## src/rtl/calc_cmd_driver.sv

```systemverilog
// Drives a single-command calculator from a host command FIFO. Each command
// gets one apply pulse, and one sampled response is held until the host takes it.
module calc_cmd_driver #(
   parameter int CMD_DEPTH = 4,
   parameter int RSP_LAT   = 2
) (
   input  logic       clk,
   input  logic       rst,
   input  logic       cmd_valid,
   output logic       cmd_ready,
   input  logic [7:0] cmd_data,
   input  logic [2:0] cmd_op,
   output logic [7:0] calc_in,
   output logic [2:0] calc_op,
   output logic       calc_apply,
   input  logic [7:0] calc_tail,
   input  logic       calc_empty,
   input  logic       calc_valid,
   output logic       rsp_valid,
   input  logic       rsp_ready,
   output logic [7:0] rsp_data,
   output logic       rsp_empty,
   output logic       rsp_err,
   output logic       busy,
   output logic [7:0] done_cnt
);

   localparam int PTR_W = $clog2(CMD_DEPTH);
   localparam int CNT_W = PTR_W + 1;
   localparam int LAT_W = (RSP_LAT > 1) ? $clog2(RSP_LAT) : 1;

   typedef enum logic [1:0] {IDLE, ISSUE, WAIT, RESP} state_t;

   state_t            state_q, state_d;
   logic [PTR_W-1:0]  wr_ptr_q, wr_ptr_d;
   logic [PTR_W-1:0]  rd_ptr_q, rd_ptr_d;
   logic [CNT_W-1:0]  count_q, count_d;
   logic [LAT_W-1:0]  lat_q, lat_d;
   logic [7:0]        calc_in_q, calc_in_d;
   logic [2:0]        calc_op_q, calc_op_d;
   logic              calc_apply_q, calc_apply_d;
   logic              rsp_valid_q, rsp_valid_d;
   logic [7:0]        rsp_data_q, rsp_data_d;
   logic              rsp_empty_q, rsp_empty_d;
   logic              rsp_err_q, rsp_err_d;
   logic [7:0]        done_cnt_q, done_cnt_d;
   logic [10:0]       mem_q [CMD_DEPTH];

   logic              full, fifo_empty, push, pop, issue_now;
   logic [10:0]       head;

   assign full       = (count_q == CNT_W'(CMD_DEPTH));
   assign fifo_empty = (count_q == '0);
   assign push       = cmd_valid && !full;
   assign pop        = (state_q == ISSUE);
   // With the FIFO empty the command being pushed this cycle is the head, so
   // an idle driver can apply it on the very next cycle.
   assign head       = fifo_empty ? {cmd_op, cmd_data} : mem_q[rd_ptr_q];

   always_comb begin
      state_d      = state_q;
      lat_d        = lat_q;
      calc_in_d    = 8'd0;
      calc_op_d    = 3'd0;
      calc_apply_d = 1'b0;
      rsp_valid_d  = rsp_valid_q;
      rsp_data_d   = rsp_data_q;
      rsp_empty_d  = rsp_empty_q;
      rsp_err_d    = rsp_err_q;
      done_cnt_d   = done_cnt_q;
      issue_now    = 1'b0;

      wr_ptr_d = push ? wr_ptr_q + PTR_W'(1) : wr_ptr_q;
      rd_ptr_d = pop  ? rd_ptr_q + PTR_W'(1) : rd_ptr_q;
      case ({push, pop})
         2'b10:   count_d = count_q + CNT_W'(1);
         2'b01:   count_d = count_q - CNT_W'(1);
         default: count_d = count_q;
      endcase

      case (state_q)
         IDLE: begin
            if (!fifo_empty || push) issue_now = 1'b1;
         end
         ISSUE: begin
            state_d = WAIT;
            lat_d   = LAT_W'(RSP_LAT - 1);
         end
         WAIT: begin
            if (lat_q == '0) begin
               rsp_data_d  = calc_tail;
               rsp_empty_d = calc_empty;
               rsp_err_d   = !calc_valid;
               rsp_valid_d = 1'b1;
               state_d     = RESP;
            end else begin
               lat_d = lat_q - LAT_W'(1);
            end
         end
         RESP: begin
            if (rsp_ready) begin
               rsp_valid_d = 1'b0;
               done_cnt_d  = done_cnt_q + 8'd1;
               if (!fifo_empty) issue_now = 1'b1;
               else             state_d   = IDLE;
            end
         end
         default: state_d = IDLE;
      endcase

      if (issue_now) begin
         state_d                = ISSUE;
         calc_apply_d           = 1'b1;
         {calc_op_d, calc_in_d} = head;
      end
   end

   always_ff @(posedge clk or posedge rst) begin
      if (rst) begin
         state_q      <= IDLE;
         wr_ptr_q     <= '0;
         rd_ptr_q     <= '0;
         count_q      <= '0;
         lat_q        <= '0;
         calc_in_q    <= 8'd0;
         calc_op_q    <= 3'd0;
         calc_apply_q <= 1'b0;
         rsp_valid_q  <= 1'b0;
         rsp_data_q   <= 8'd0;
         rsp_empty_q  <= 1'b0;
         rsp_err_q    <= 1'b0;
         done_cnt_q   <= 8'd0;
      end else begin
         state_q      <= state_d;
         wr_ptr_q     <= wr_ptr_d;
         rd_ptr_q     <= rd_ptr_d;
         count_q      <= count_d;
         lat_q        <= lat_d;
         calc_in_q    <= calc_in_d;
         calc_op_q    <= calc_op_d;
         calc_apply_q <= calc_apply_d;
         rsp_valid_q  <= rsp_valid_d;
         rsp_data_q   <= rsp_data_d;
         rsp_empty_q  <= rsp_empty_d;
         rsp_err_q    <= rsp_err_d;
         done_cnt_q   <= done_cnt_d;
      end
   end

   // Storage needs no reset: occupancy and pointers define what is valid.
   always_ff @(posedge clk) begin
      if (push) mem_q[wr_ptr_q] <= {cmd_op, cmd_data};
   end

   assign cmd_ready  = !full;
   assign calc_in    = calc_in_q;
   assign calc_op    = calc_op_q;
   assign calc_apply = calc_apply_q;
   assign rsp_valid  = rsp_valid_q;
   assign rsp_data   = rsp_data_q;
   assign rsp_empty  = rsp_empty_q;
   assign rsp_err    = rsp_err_q;
   assign busy       = (state_q != IDLE) || !fifo_empty;
   assign done_cnt   = done_cnt_q;

endmodule

```

## config.mk

```make
export PLATFORM = sky130hd
export DESIGN_NAME = calc_cmd_driver
export DESIGN_NICKNAME = d
export VERILOG_FILES = /design/src/rtl/calc_cmd_driver.sv
export SDC_FILE = /design/constraint.sdc
export NUM_CORES = 1
export LEC_CHECK = 0
export ABC_AREA = 1
export CAP_MARGIN = 10
export CELL_PAD_IN_SITES_DETAIL_PLACEMENT = 1
export CELL_PAD_IN_SITES_GLOBAL_PLACEMENT = 1
export CORE_ASPECT_RATIO = 1.1
export CORE_UTILIZATION = 26
export CTS_BUF_LIST = sky130_fd_sc_hd__clkbuf_16
export DETAILED_ROUTE_END_ITERATION = 6
export PLACE_DENSITY = 0.57
export REMOVE_ABC_BUFFERS = 1
export SYNTH_ARGS = -nofsm -noshare
export SYNTH_HDL_FRONTEND = slang
export SYNTH_SLANG_ARGS = --single-unit
export TNS_END_PERCENT = 50
```

## constraint.sdc

```tcl
create_clock -name clk -period 2.3 [get_ports clk]
set_clock_uncertainty 0.1 [all_clocks]
set_input_delay 0.46 -clock clk [delete_from_list [all_inputs] [get_ports clk]]
set_output_delay 0.46 -clock clk [all_outputs]
set_load 0.05 [all_outputs]
```

Yosys cells after proc, flatten, opt, wreduce, memory -nomap -nowiden
Memory sizes are Yosys's and may differ from the RTL's.
Cells that the tools add are included.
{"block": "op_classes", "bitwise": 1, "muxes": 21, "add_sub_neg": 6, "eq_ne": 11, "n_reduce_logical": 17}
{"op": "$mux W11", "count": 1}
{"op": "$mux W1", "count": 9}
{"op": "$ne A3 B3 Y1 const B", "count": 3}
{"op": "$add A8 B1 Y8 const B", "count": 1}
{"op": "$mux W2", "count": 4}
{"op": "$mux W8", "count": 1}
{"op": "$reduce_bool A2 Y1", "count": 4}
{"op": "$eq A2 B2 Y1 const B", "count": 3}
{"op": "$pmux W1 S2", "count": 3}
{"op": "$pmux W2 S3", "count": 1}
{"op": "$pmux W3 S2", "count": 1}
{"op": "$add A2 B1 Y2 const B", "count": 2}
{"op": "$eq A2 B1 Y1 const B", "count": 2}
{"op": "$ne A2 B2 Y1 const B", "count": 2}
{"op": "$reduce_and A2 Y1", "count": 2}
{"op": "$reduce_and A4 Y1", "count": 1}
{"op": "$reduce_bool A4 Y1", "count": 1}
{"op": "$add A3 B1 Y3 const B", "count": 1}
{"op": "$eq A3 B3 Y1 const B", "count": 1}
{"op": "$logic_not A1 Y1", "count": 3}
{"op": "$logic_not A3 Y1", "count": 1}
{"op": "$mux W3", "count": 1}
{"op": "$reduce_and A3 Y1", "count": 1}
{"op": "$sub A3 B1 Y3 const B", "count": 1}
{"op": "5 further kinds", "count": 6}
{"block": "word_totals", "ram_bits": 44, "output_inout_bits": 33, "register_bits": 41, "n_memories": 1, "inputBits": 25}
{"memory": "mem_q", "depth": 4, "width": 11, "read_ports": 1, "rd_ports_with_merged_regs": 0, "wr": 1, "line_no": "47", "text": "logic [10:0] mem_q [CMD_DEPTH];"}

Longest topological paths before layout
Gate-level depths: netlist (run 1).
{"block": "depth", "ltp_word": 8, "mapped_depth": 9}

Worst setup path before layout (run 1)
No wires, ideal clock.
{"block": "synth_path", "path_kind": "flip-flop to flip-flop", "from": "register count_q[0]", "to": "register count_q[2]", "arrival_time_ns": 2.091, "setup_ns": 0.131, "n_path_buf": 0, "required_time_ns": 2.069, "stages_incl_launch_ff": 10, "slack_ns": -0.022, "path_cell_list": "dfrtp_1 nor2_1 nand2_1 nand2_1 ha_1 inv_1 fa_1 a21oi_1 o21ai_0 xor2_1"}
{"block": "synth_via", "elab_chain_len": 5, "elab_cells_between_ends": 9, "classes_between": "2 x add/sub; 3 x eq/ne; 1 x mux; 3 x reduce/logical"}
{"element": "start, declared", "line_no": "37", "text": "logic [CNT_W-1:0] count_q, count_d;"}
{"element": "start signal, assigned", "line_no": "137", "text": "count_q <= count_d;"}
{"element": "$eq A3 B3 Y1 (*)", "line_no": "52", "text": "assign full = (count_q == CNT_W'(CMD_DEPTH));"}
{"element": "$logic_not A1 Y1 (*)"}
{"element": "via cmd_ready", "line_no": "10", "text": "output logic cmd_ready,"}
{"element": "$logic_and A1 B1 Y1 (*)", "line_no": "54", "text": "assign push = cmd_valid && !full;"}
{"element": "$eq A2 B1 Y1 or $eq A2 B2 Y1 (tied branches)", "line_no": "75", "text": "case ({push, pop})"}
{"element": "$pmux W3 S2 or $reduce_bool A2 Y1 (tied branches)"}
The timed path passes the listed nets; every way through them passes the cells marked *.
A chain may end at the register's enable or synchronous reset.

Worst setup path after layout (run 1)
{"block": "layout_path", "from": "register done_cnt_q[0] (netlist: done_cnt[0])", "to": "output port done_cnt[0]"}
{"element": "start, declared", "line_no": "46", "text": "logic [7:0] done_cnt_q, done_cnt_d;"}
{"element": "start signal, assigned", "line_no": "146", "text": "done_cnt_q <= done_cnt_d;"}
{"element": "end, declared", "line_no": "25", "text": "output logic [7:0] done_cnt"}
No word-level cell between the ends.

==> flow_metrics.py, run 1 <==
metrics = {
    "clock_network": {
        "cts-root-buf": "clkbuf_16",
        "clk-insertion-delay-late_ns": 0.33,
        "postCtsHoldBufs": 0,
        "cts_tree": "yes",
        "cts_max_path_buffers": 2,
        "path_clk_slew_ns": 0.06,
        "clock-sinks": 85,
        "h-tree-depth": 3,
        "cts_made_buffers": 9,
    },
    "final_layout": {
        "antenna_cells": 0,
        "layout-drive-gt1-share_pct": 7.35,
        "syn2layout_area_growth_pct": 30.4,
        "final_util_pct": 35.3,
        "nNetsFinal": 440,
        "stdcell_count": 592,
    },
    "timing": {
        "rsz0062_at_grt": "false",
        "slew_headroom_pct": 56.0,
        "finalHoldViolations": 0,
        "min_period_ns": 2.15,
        "worst_pin_slew_ns": 0.656,
        "drv_slew": 0,
        "fin_ws_ns": 0.154,
        "post-route-period-util_pct": 93.3,
        "clock.fmax_ghz": 0.466,
        "setup_viol_count_final": 0,
        "whs_ns": 0.357,
    },
    "power": {
        "ir_drop_mv": 0.520,
        "power_frac_clock_pct": 18.1,
        "p_seq_share_pct": 33.9,
        "p_int_uw": 3920,
        "power.switching_uw": 2990,
        "power_density_mw_per_mm2": 1470,
        "p_leak_uw": 0.00198,
        "power_frac_comb_pct": 48.0,
        "p_sw_share_pct": 43.3,
    },
    "worst_setup_path": {
        "critPathTopFamily": "buffers and inverters",
        "start_kind": "flop",
        "path_max_fanout": 4,
        "cpPeakStageDelay_ns": 0.83,
        "arrival_ns": 1.59,
        "endpoint_kind": "output pin",
        "r2r_setup_slack_ns": 0.17,
        "r2r-end": "count_q[2]",
        "rr_worst_depth": 8,
        "reg2reg_from": "state_q[1]",
        "path_class": "reg -> out",
        "crit_chain": "clkdlybuf4s50_1",
        "path_buf_inv": 1,
        "slowest_stage": "clkdlybuf4s50_1",
        "cp.required_ns": 1.74,
    },
    "global_route": {
        "grt_first_pass_wirelength_um": 13700,
        "grt_max_degree": 23,
        "gr-total-overflow": 0,
        "grt.total_usage_pct": 12.6,
        "antenna_found_initial": 0,
        "grt_pass1_vias": 2666,
    },
    "yosys": {
        "synthArstFlopShare_pct": 48.2,
        "postSynthCellCount": 334,
        "synth_area_per_cell_sq_um": 10.8,
        "ys_seq_area_share_pct": 64.9,
        "ys_types": 26,
        "yosysWarnings": 0,
        "synth_area_sq_mm": 0.00362,
        "synth-main-ff-cell": "edfxtp_1",
        "synth_seq_cells": 85,
        "synth_edf_count": 44,
    },
    "route": {
        "wl_um": 8340,
        "dr.pass1.iters": 4,
        "drt_iter0_markers": 130,
        "vias_per_cell": 4.21,
        "post-route-drc-count": 0,
        "drtAntennaViolNets": 0,
        "vias": 2492,
        "wire_per_inst_um": 14.1,
    },
    "place": {
        "gp_congestion": 0.702,
        "place_hpwl_um": 5630,
        "dp.cells": 576,
        "place_ws_ns": 0.0788,
        "port_buffers": 57,
    },
    "floorplanning": {
        "ios": 58,
        "start_util_pct": 27.0,
        "die_x_um": 114,
        "fp.dieH_um": 126,
        "dieArea_sq_mm": 0.0144,
        "rows": 44,
        "core_sq_mm": 0.0134,
    },
    "min_path": {
        "hold_class": "in -> async",
    },
    "run_status": {
        "status": "completed",
    },
    "run": {
        "drv_cap": 0,
    },
}
through the flow:
stage	setup TNS [ns]	instance area (sq um)	power (uW)
3_5_place_dp	0	4460	5760
4_1_cts	0	4710	7040
5_1_grt	0	4720	7410
6_report	0	4720	6910
3_3_place_gp	0	4460	5670
2_1_floorplan	-0.0221	3540	4510
how the worst max path moves through the flow:
stage	from	to	cells after the start
2_1_floorplan	count_q[0]	count_q[2]	9
3_3_place_gp	cmd_valid	count_q[2]	8
3_5_place_dp	cmd_valid	count_q[2]	8
4_1_cts	count_q[0]	cmd_ready	3
5_1_grt	state_q[1]	count_q[2]	8
6_report	done_cnt[0]	done_cnt[0]	1
power by group through the flow:
| stage | Combinational [uW] | Clock, uW | Sequential (uW) |
|---|---|---|---|
| finish | 3320 | 1250 | 2340 |
| CTS | 3390 | 1290 | 2350 |
| detailed placement | 3380 | 0 | 2380 |
| floorplan | 1300 | 0 | 3220 |
| global placement | 3300 | 0 | 2360 |
| global route | 3640 | 1350 | 2410 |
final cells by class:
cell class,instances,area (sq um)
fill,1488,8660
clock inverter,7,27.5
timing repair buffer,71,688
sequential,85,2350
clock buffer,9,225
tap,184,230
inverter,33,124
multi-input combinational,203,1070
sequential cells by signal, indices dropped and copies added (netlist names), 2 cells and up:
register,flops
mem_q,44
calc_in,8
done_cnt,8
rsp_data,8
calc_op,3
count_q,3
rd_ptr_q,2
state_q,2
wr_ptr_q,2
kinds of logic (layout without fill, tap and decap cells):
group / after synthesis / in the layout / synth area share [%]
AOI/OAI and AO/OA: 40 / 40 / 6.61
buffers and inverters: 46 / 120 / 5.40
adders and majority gates: 12 / 12 / 4.36
xor gates and xnor gates: 9 / 9 / 2.18
and+or+nand+nor: 141 / 141 / 16.2
muxes: 1 / 1 / 0.311
DFF: 85 / 85 / 64.9
metal layers:
| metal | vias to the layer above | routed length [um] | track usage (%) |
|---|---|---|---|
| met3 | 7 | 342 | 3.22 |
| met5 | - | 0 | 0 |
| met1 | 1212 | 3770 | 16.2 |
| met2 | 33 | 4110 | 20.6 |
| li1 | 1240 | - | - |
| met4 | 0 | 113 | 4.35 |
cell usage in the layout (no fill, tap or decap), types with 4 or more instances in the layout:
cell and count:
a21oi_1 15, inv_1 34, buf_4 14, xor2_1 6, clkbuf_16 9, nor2_1 26, nand3_1 29, ha_1 11
nand2_1 80, clkdlybuf4s50_1 55, o211ai_1 11, edfxtp_1 44, dfrtp_1 41, clkinv_1 4, o21ai_0 13
what timing repair did:
| item | CTS | global route |
|---|---|---|
| setup buffers | 0 | 0 |
| endpoints found under the setup margin | 0 | 1 |
| gates resized for setup | 0 | 1 |
Yosys cell counts, types with 2 or more instances:
cell,n,area share (%)
a21oi_1,15,2.1
buf_2,9,1.2
clkbuf_1,2,0.21
dfrtp_1,41,28
edfxtp_1,44,37
ha_1,11,3.8
inv_1,32,3.3
nand2_1,80,8.3
nand3_1,29,4.0
nor2_1,26,2.7
o211ai_1,11,2.3
o21ai_0,13,1.8
xnor2_1,3,0.73
xor2_1,6,1.5
No activity file was read; power rests on OpenSTA's default activity.
==> run 2, diff against run 1 <==
--- a/config.mk
+++ b/config.mk
@@ -9,7 +9,7 @@
 export CAP_MARGIN = 10
 export CELL_PAD_IN_SITES_DETAIL_PLACEMENT = 1
 export CELL_PAD_IN_SITES_GLOBAL_PLACEMENT = 1
-export CORE_ASPECT_RATIO = 1.1
+export CORE_ASPECT_RATIO = 0.7
 export CORE_UTILIZATION = 26
 export CTS_BUF_LIST = sky130_fd_sc_hd__clkbuf_16
 export DETAILED_ROUTE_END_ITERATION = 6
==> run 2 against run 1 <==
Global-route usage up 0.48 points. Register-to-register slack better by 0.11 ns. Worst setup slack worse by 0.036 ns. Fmax down 1.6%. Critical path depth unchanged. Die area about the same. Critical endpoint is now done_cnt[4]. Power up 3.7%. Highest routed layer unchanged.
==> flow_metrics.py, run 2 (synthesis gave the netlist of run 1 again) <==
metrics = {
    "run_status": {
        "status": "completed",
    },
    "final_layout": {
        "layout_commonest_cell": "nand2_1",
        "largest-register": "mem_q",
        "largest_register_ffs": 44,
        "stdcell_count": 593,
        "multi_input_comb_area_sq_mm": 0.00107,
        "nNetsFinal": 440,
        "antenna_cells": 0,
        "seq_area_sq_mm": 0.00235,
        "final_cell_mix": "nand2_1 (80), clkdlybuf4s50_1 (55), edfxtp_1 (44)",
        "fillCellCount": 1471,
        "layout-drive-gt1-share_pct": 8.58,
        "syn2layout_area_growth_pct": 31.5,
    },
    "worst_setup_path": {
        "start_kind": "flop",
        "crit_chain": "clkdlybuf4s50_1",
        "endpoint_kind": "output pin",
        "slowest_stage": "clkdlybuf4s50_1",
        "arrival_ns": 1.62,
        "critPathTopFamily": "buffers and inverters",
        "path_buf_inv": 1,
        "cp.required_ns": 1.74,
        "path_class": "reg -> out",
        "cpPeakStageDelay_ns": 0.85,
        "path_max_fanout": 5,
    },
    "clock_network": {
        "cts_made_buffers": 9,
        "cts-root-buf": "clkbuf_16",
        "clk-insertion-delay-late_ns": 0.34,
        "cts_tree": "yes",
        "cts_max_path_buffers": 2,
        "clock-sinks": 85,
        "h-tree-depth": 3,
        "path_clk_slew_ns": 0.06,
    },
    "timing": {
        "clock.fmax_ghz": 0.458,
        "whs_ns": 0.384,
        "worst_pin_slew_ns": 0.570,
        "min_period_ns": 2.18,
        "slew_headroom_pct": 62.0,
        "drv_slew": 0,
        "setup_viol_count_final": 0,
        "rsz0062_at_grt": "false",
        "finalHoldViolations": 0,
        "post-route-period-util_pct": 94.9,
    },
    "floorplanning": {
        "ios": 58,
        "fp.dieH_um": 101,
        "core_sq_mm": 0.0134,
        "die_x_um": 143,
        "rows": 35,
        "start_util_pct": 27.1,
        "dieArea_sq_mm": 0.0144,
    },
    "place": {
        "port_buffers": 57,
        "gp_congestion": 0.713,
        "dp.cells": 577,
        "place_hpwl_um": 5820,
    },
    "route": {
        "post-route-drc-count": 0,
        "drtAntennaViolNets": 0,
        "drt_iter0_markers": 115,
        "dr.pass1.iters": 5,
        "wl_um": 8630,
        "wire_per_inst_um": 14.6,
        "vias_per_cell": 4.31,
        "vias": 2554,
    },
    "global_route": {
        "grt_first_pass_wirelength_um": 13900,
        "met1_usage_pct": 17.9,
        "grt_use_met2_pct": 19.8,
        "met3_usage_pct": 2.80,
        "grt_pass1_vias": 2566,
        "antenna_found_initial": 0,
        "grt_max_degree": 42,
        "grt.total_usage_pct": 13.1,
        "grt.busiest_layer": "met2",
        "gr-total-overflow": 0,
    },
    "power": {
        "ir_drop_mv": 0.462,
        "p_leak_uw": 0.00200,
        "power_density_mw_per_mm2": 1510,
    },
    "min_path": {
        "hold_class": "reg -> reg",
    },
    "run": {
        "drv_cap": 0,
    },
}
==> run 2: per-layer routing <==
| metal | vias up | part of all wire [%] |
|---|---|---|
| li1 | 1238 | - |
| met1 | 1258 | 49 |
| met2 | 41 | 46 |
| met3 | 17 | 3.5 |
| met4 | 0 | 2.2 |
| met5 | - | 0 |
==> run 2: final timing paths <==
check	startpoint	endpoint	slack (ns)	cells past startpoint
worst max-delay path	done_cnt[4]	done_cnt[4]	0.12	1
worst min-delay path	rsp_data[2]	rsp_data[2]	0.38	2
worst max register to register	state_q[1]	count_q[2]	0.28	8
worst min register to register	rsp_data[2]	rsp_data[2]	0.38	2
max in group asynchronous	rst	calc_op[2]	1.22	3
min in group asynchronous	rst	done_cnt[7]	0.49	3
==> run 2: metrics by stage <==
step | setup slack, ns | setup TNS [ns] | instance area [sq um] | util (%) | power [uW]
global route | 0.0488 | 0 | 4750 | 35.6 | 7650
global placement | 0.108 | 0 | 4450 | 33.3 | 5660
detailed placement | 0.0423 | 0 | 4450 | 33.3 | 5780
finish | 0.118 | 0 | 4750 | 35.6 | 7170
CTS | 0.0218 | 0 | 4750 | 35.6 | 7270
floorplan | -0.0221 | -0.0221 | 3540 | - | 4510
==> run 2: report_power, final <==
part	total [uW]	internal [uW]	leakage [uW]	switching, uW
logic	3360	1110	0.000926	2250
clock network	1460	893	0.000160	571
registers	2340	2110	0.000915	236
total	7170	4110	0.00200	3060
==> run 2: cell type report <==
cell class,instances,share of cell area [%]
sequential,85,49.4
clock buffer,10,5.26
timing repair buffer,71,14.2
clock inverter,6,1.11
tap,185,4.87
multi-input combinational,203,22.6
inverter,33,2.61
==> run 2: timing repair <==
item | in CTS | in global routing
setup endpoints to repair | 0 | 1
buffers inserted | 0 | 0
resized for setup | 0 | 1
hold buffers | 0 | 0
==> run 3, diff against run 2 <==
--- a/config.mk
+++ b/config.mk
@@ -6,7 +6,6 @@
 export NUM_CORES = 1
 export LEC_CHECK = 0
 export ABC_AREA = 1
-export CAP_MARGIN = 10
 export CELL_PAD_IN_SITES_DETAIL_PLACEMENT = 1
 export CELL_PAD_IN_SITES_GLOBAL_PLACEMENT = 1
 export CORE_ASPECT_RATIO = 0.7
==> results of run 3 <==
No change in the layout: final DEF, timing and power equal those of run 2.
==> variant: new RTL, config.mk and constraints of run 1 <==
Take the reset off `rsp_data_q` and load it in a clocked block of its own.
--- a/src/rtl/calc_cmd_driver.sv
+++ b/src/rtl/calc_cmd_driver.sv
@@ -128,3 +128,2 @@
          rsp_valid_q  <= 1'b0;
-         rsp_data_q   <= 8'd0;
          rsp_empty_q  <= 1'b0;
@@ -142,3 +141,2 @@
          rsp_valid_q  <= rsp_valid_d;
-         rsp_data_q   <= rsp_data_d;
          rsp_empty_q  <= rsp_empty_d;
@@ -147,2 +145,6 @@
       end
+   end
+
+   always_ff @(posedge clk) begin
+      rsp_data_q <= rsp_data_d;
    end
Formal check against the unedited RTL: differs if rst is asserted again (counterexample within 10 cycles, from zero or initial values and one cycle with rst high); with rst held inactive, the same outputs for 10 cycles.
==> variant against run 1 <==
  * Fmax is 0.41% lower
  * Worst setup slack worse by 0.0089 ns
  * Largest cell class unchanged
  * Count of clock-buffer cells in the layout stayed put
  * Design area is 1.4% higher
  * Sequential cell count stayed put
  * Routed wire length is 2.4% higher
  * Clock power is 24% higher
  * Sequential power is 2% lower
  * Power hardly changed
  * Area after synthesis is 0.80% higher
==> variant: results (changes against run 1) <==
[cells_and_area]
num-fill-cells=1553  ; +4.4%
drive_gt1_share_pct=14.1  ; +6.8 points
num-nets-final=421  ; -4.3%

[logic_synthesis]
leading_cell_types_by_total_area_after_synthesis=sky130_fd_sc_hd__edfxtp_1 (43%), sky130_fd_sc_hd__dfrtp_1 (23%), sky130_fd_sc_hd__nand2_1 (8.0%)
ys_seq_area_share_pct=65.5  ; +0.59 points
synth_area_in_compound_gates_pct=6.39  ; -0.22 points
synth.cells.most_frequent=sky130_fd_sc_hd__nand2_1 (78), sky130_fd_sc_hd__edfxtp_1 (52), sky130_fd_sc_hd__dfrtp_1 (33)
synthAdderAreaFrac_pct=4.33  ; -0.034 points
synthArstFlopShare_pct=38.8  ; -9.4 points
synth_xor_xnor_area_share_pct=1.92  ; -0.26 points
synth_largest_type_area_fraction_pct=42.8  ; +6.3 points
synth.mux.area_fraction_pct=0  ; -0.31 points

[power]
leakage_uw=0.00191  ; -3.3%
peakVddDrop_mv=0.735  ; +41%

[grt]
first_global_vias=2748  ; +3.1%
grt_util_all_layers_pct=13.1  ; +0.51 points
maximum_number_of_pins_on_one_net_before_global_route_repair=34  ; +48%
global_route.usage.met3_pct=4.33  ; +1.1 points
grtUsageMet2_pct=22.3  ; +1.7 points

[drt]
wl_met2_um=4180  ; +1.8%
routed-wl-met3_um=458  ; +34%
detailedRoute.firstIterationViolations=110  ; -15%
routed_wirelength_um=8530  ; +2.4%
dr.pass1.iters=3  ; -1
wirelength_met1_um=3750  ; -0.58%
vias_per_cell=4.27  ; +1.4%

[run_status]
status=finished, final reports clean

[placement]
gp_congestion=0.699  ; -0.44%
detailed_place_hpwl_um=5550  ; -1.5%
placed_area_um2=4470  ; +0.14%
preCtsSetupSlack_ns=0.0255  ; -0.0534 ns

[hold_path]
min-delay-path-class=reg2reg

[clock_tree]
cell_at_the_root_of_the_clock_tree=sky130_fd_sc_hd__clkbuf_16

[sta]
worst_pin_slew_ns=0.516  ; -0.140 ns

[setup_path]
crit_path_max_fanout=5  ; +1

variant: where the power goes:
group	internal (µW)	switching, µW	leakage [µW]	total [µW]
Clock	945	607	0.000149	1550
Combinational	994	2070	0.000873	3070
Sequential	2080	208	0.000892	2290
variant: cell type report:
class	count	area (µm²)	share of cell area [%]
Clock buffer	9	225	4.71
Clock inverter	7	91.3	1.91
Multi-Input combinational cell	192	1080	22.7
Tap cell	188	235	4.92
Inverter	27	101	2.12
Timing Repair Buffer	69	657	13.7
Sequential cell	85	2390	49.9
variant: repair_timing:
item	in CTS	in global routing
endpoints found under the setup margin	1	0
resized for setup	1	0
buffers inserted	0	0
variant: metrics by stage:
| step | util [%] | hold WS [ns] | TNS, ns | instances |
|---|---|---|---|---|
| after CTS | 34.8 | 0.388 | 0 | 577 |
| after global routing | 34.8 | 0.443 | 0 | 577 |
| after global placement | 32.5 | 0.361 | 0 | 561 |
| after floorplan | - | 0.360 | -0.0622 | 304 |
| after detailed placement | 32.5 | 0.365 | 0 | 561 |
| final | 34.8 | 0.383 | 0 | 577 |
variant: path summary, 6_finish.rpt:
check / endpoint / start / cells past startpoint / slack (ns)
min in group asynchronous: wr_ptr_q[0]$_DFFE_PP0P_ / rst / 3 / 0.42
worst max register to register: count_q[2]$_DFFE_PP0P_ / state_q[1]$_DFFE_PP0P_ / 8 / 0.25
worst min register to register: rsp_empty$_DFFE_PP0P_ / rsp_empty$_DFFE_PP0P_ / 2 / 0.38
worst min-delay path: rsp_empty$_DFFE_PP0P_ / rsp_empty$_DFFE_PP0P_ / 2 / 0.38
max in group asynchronous: calc_in[2]$_DFF_PP0_ / rst / 3 / 1.34
worst max-delay path: done_cnt[4] / done_cnt[4]$_DFFE_PP0P_ / 1 / 0.15
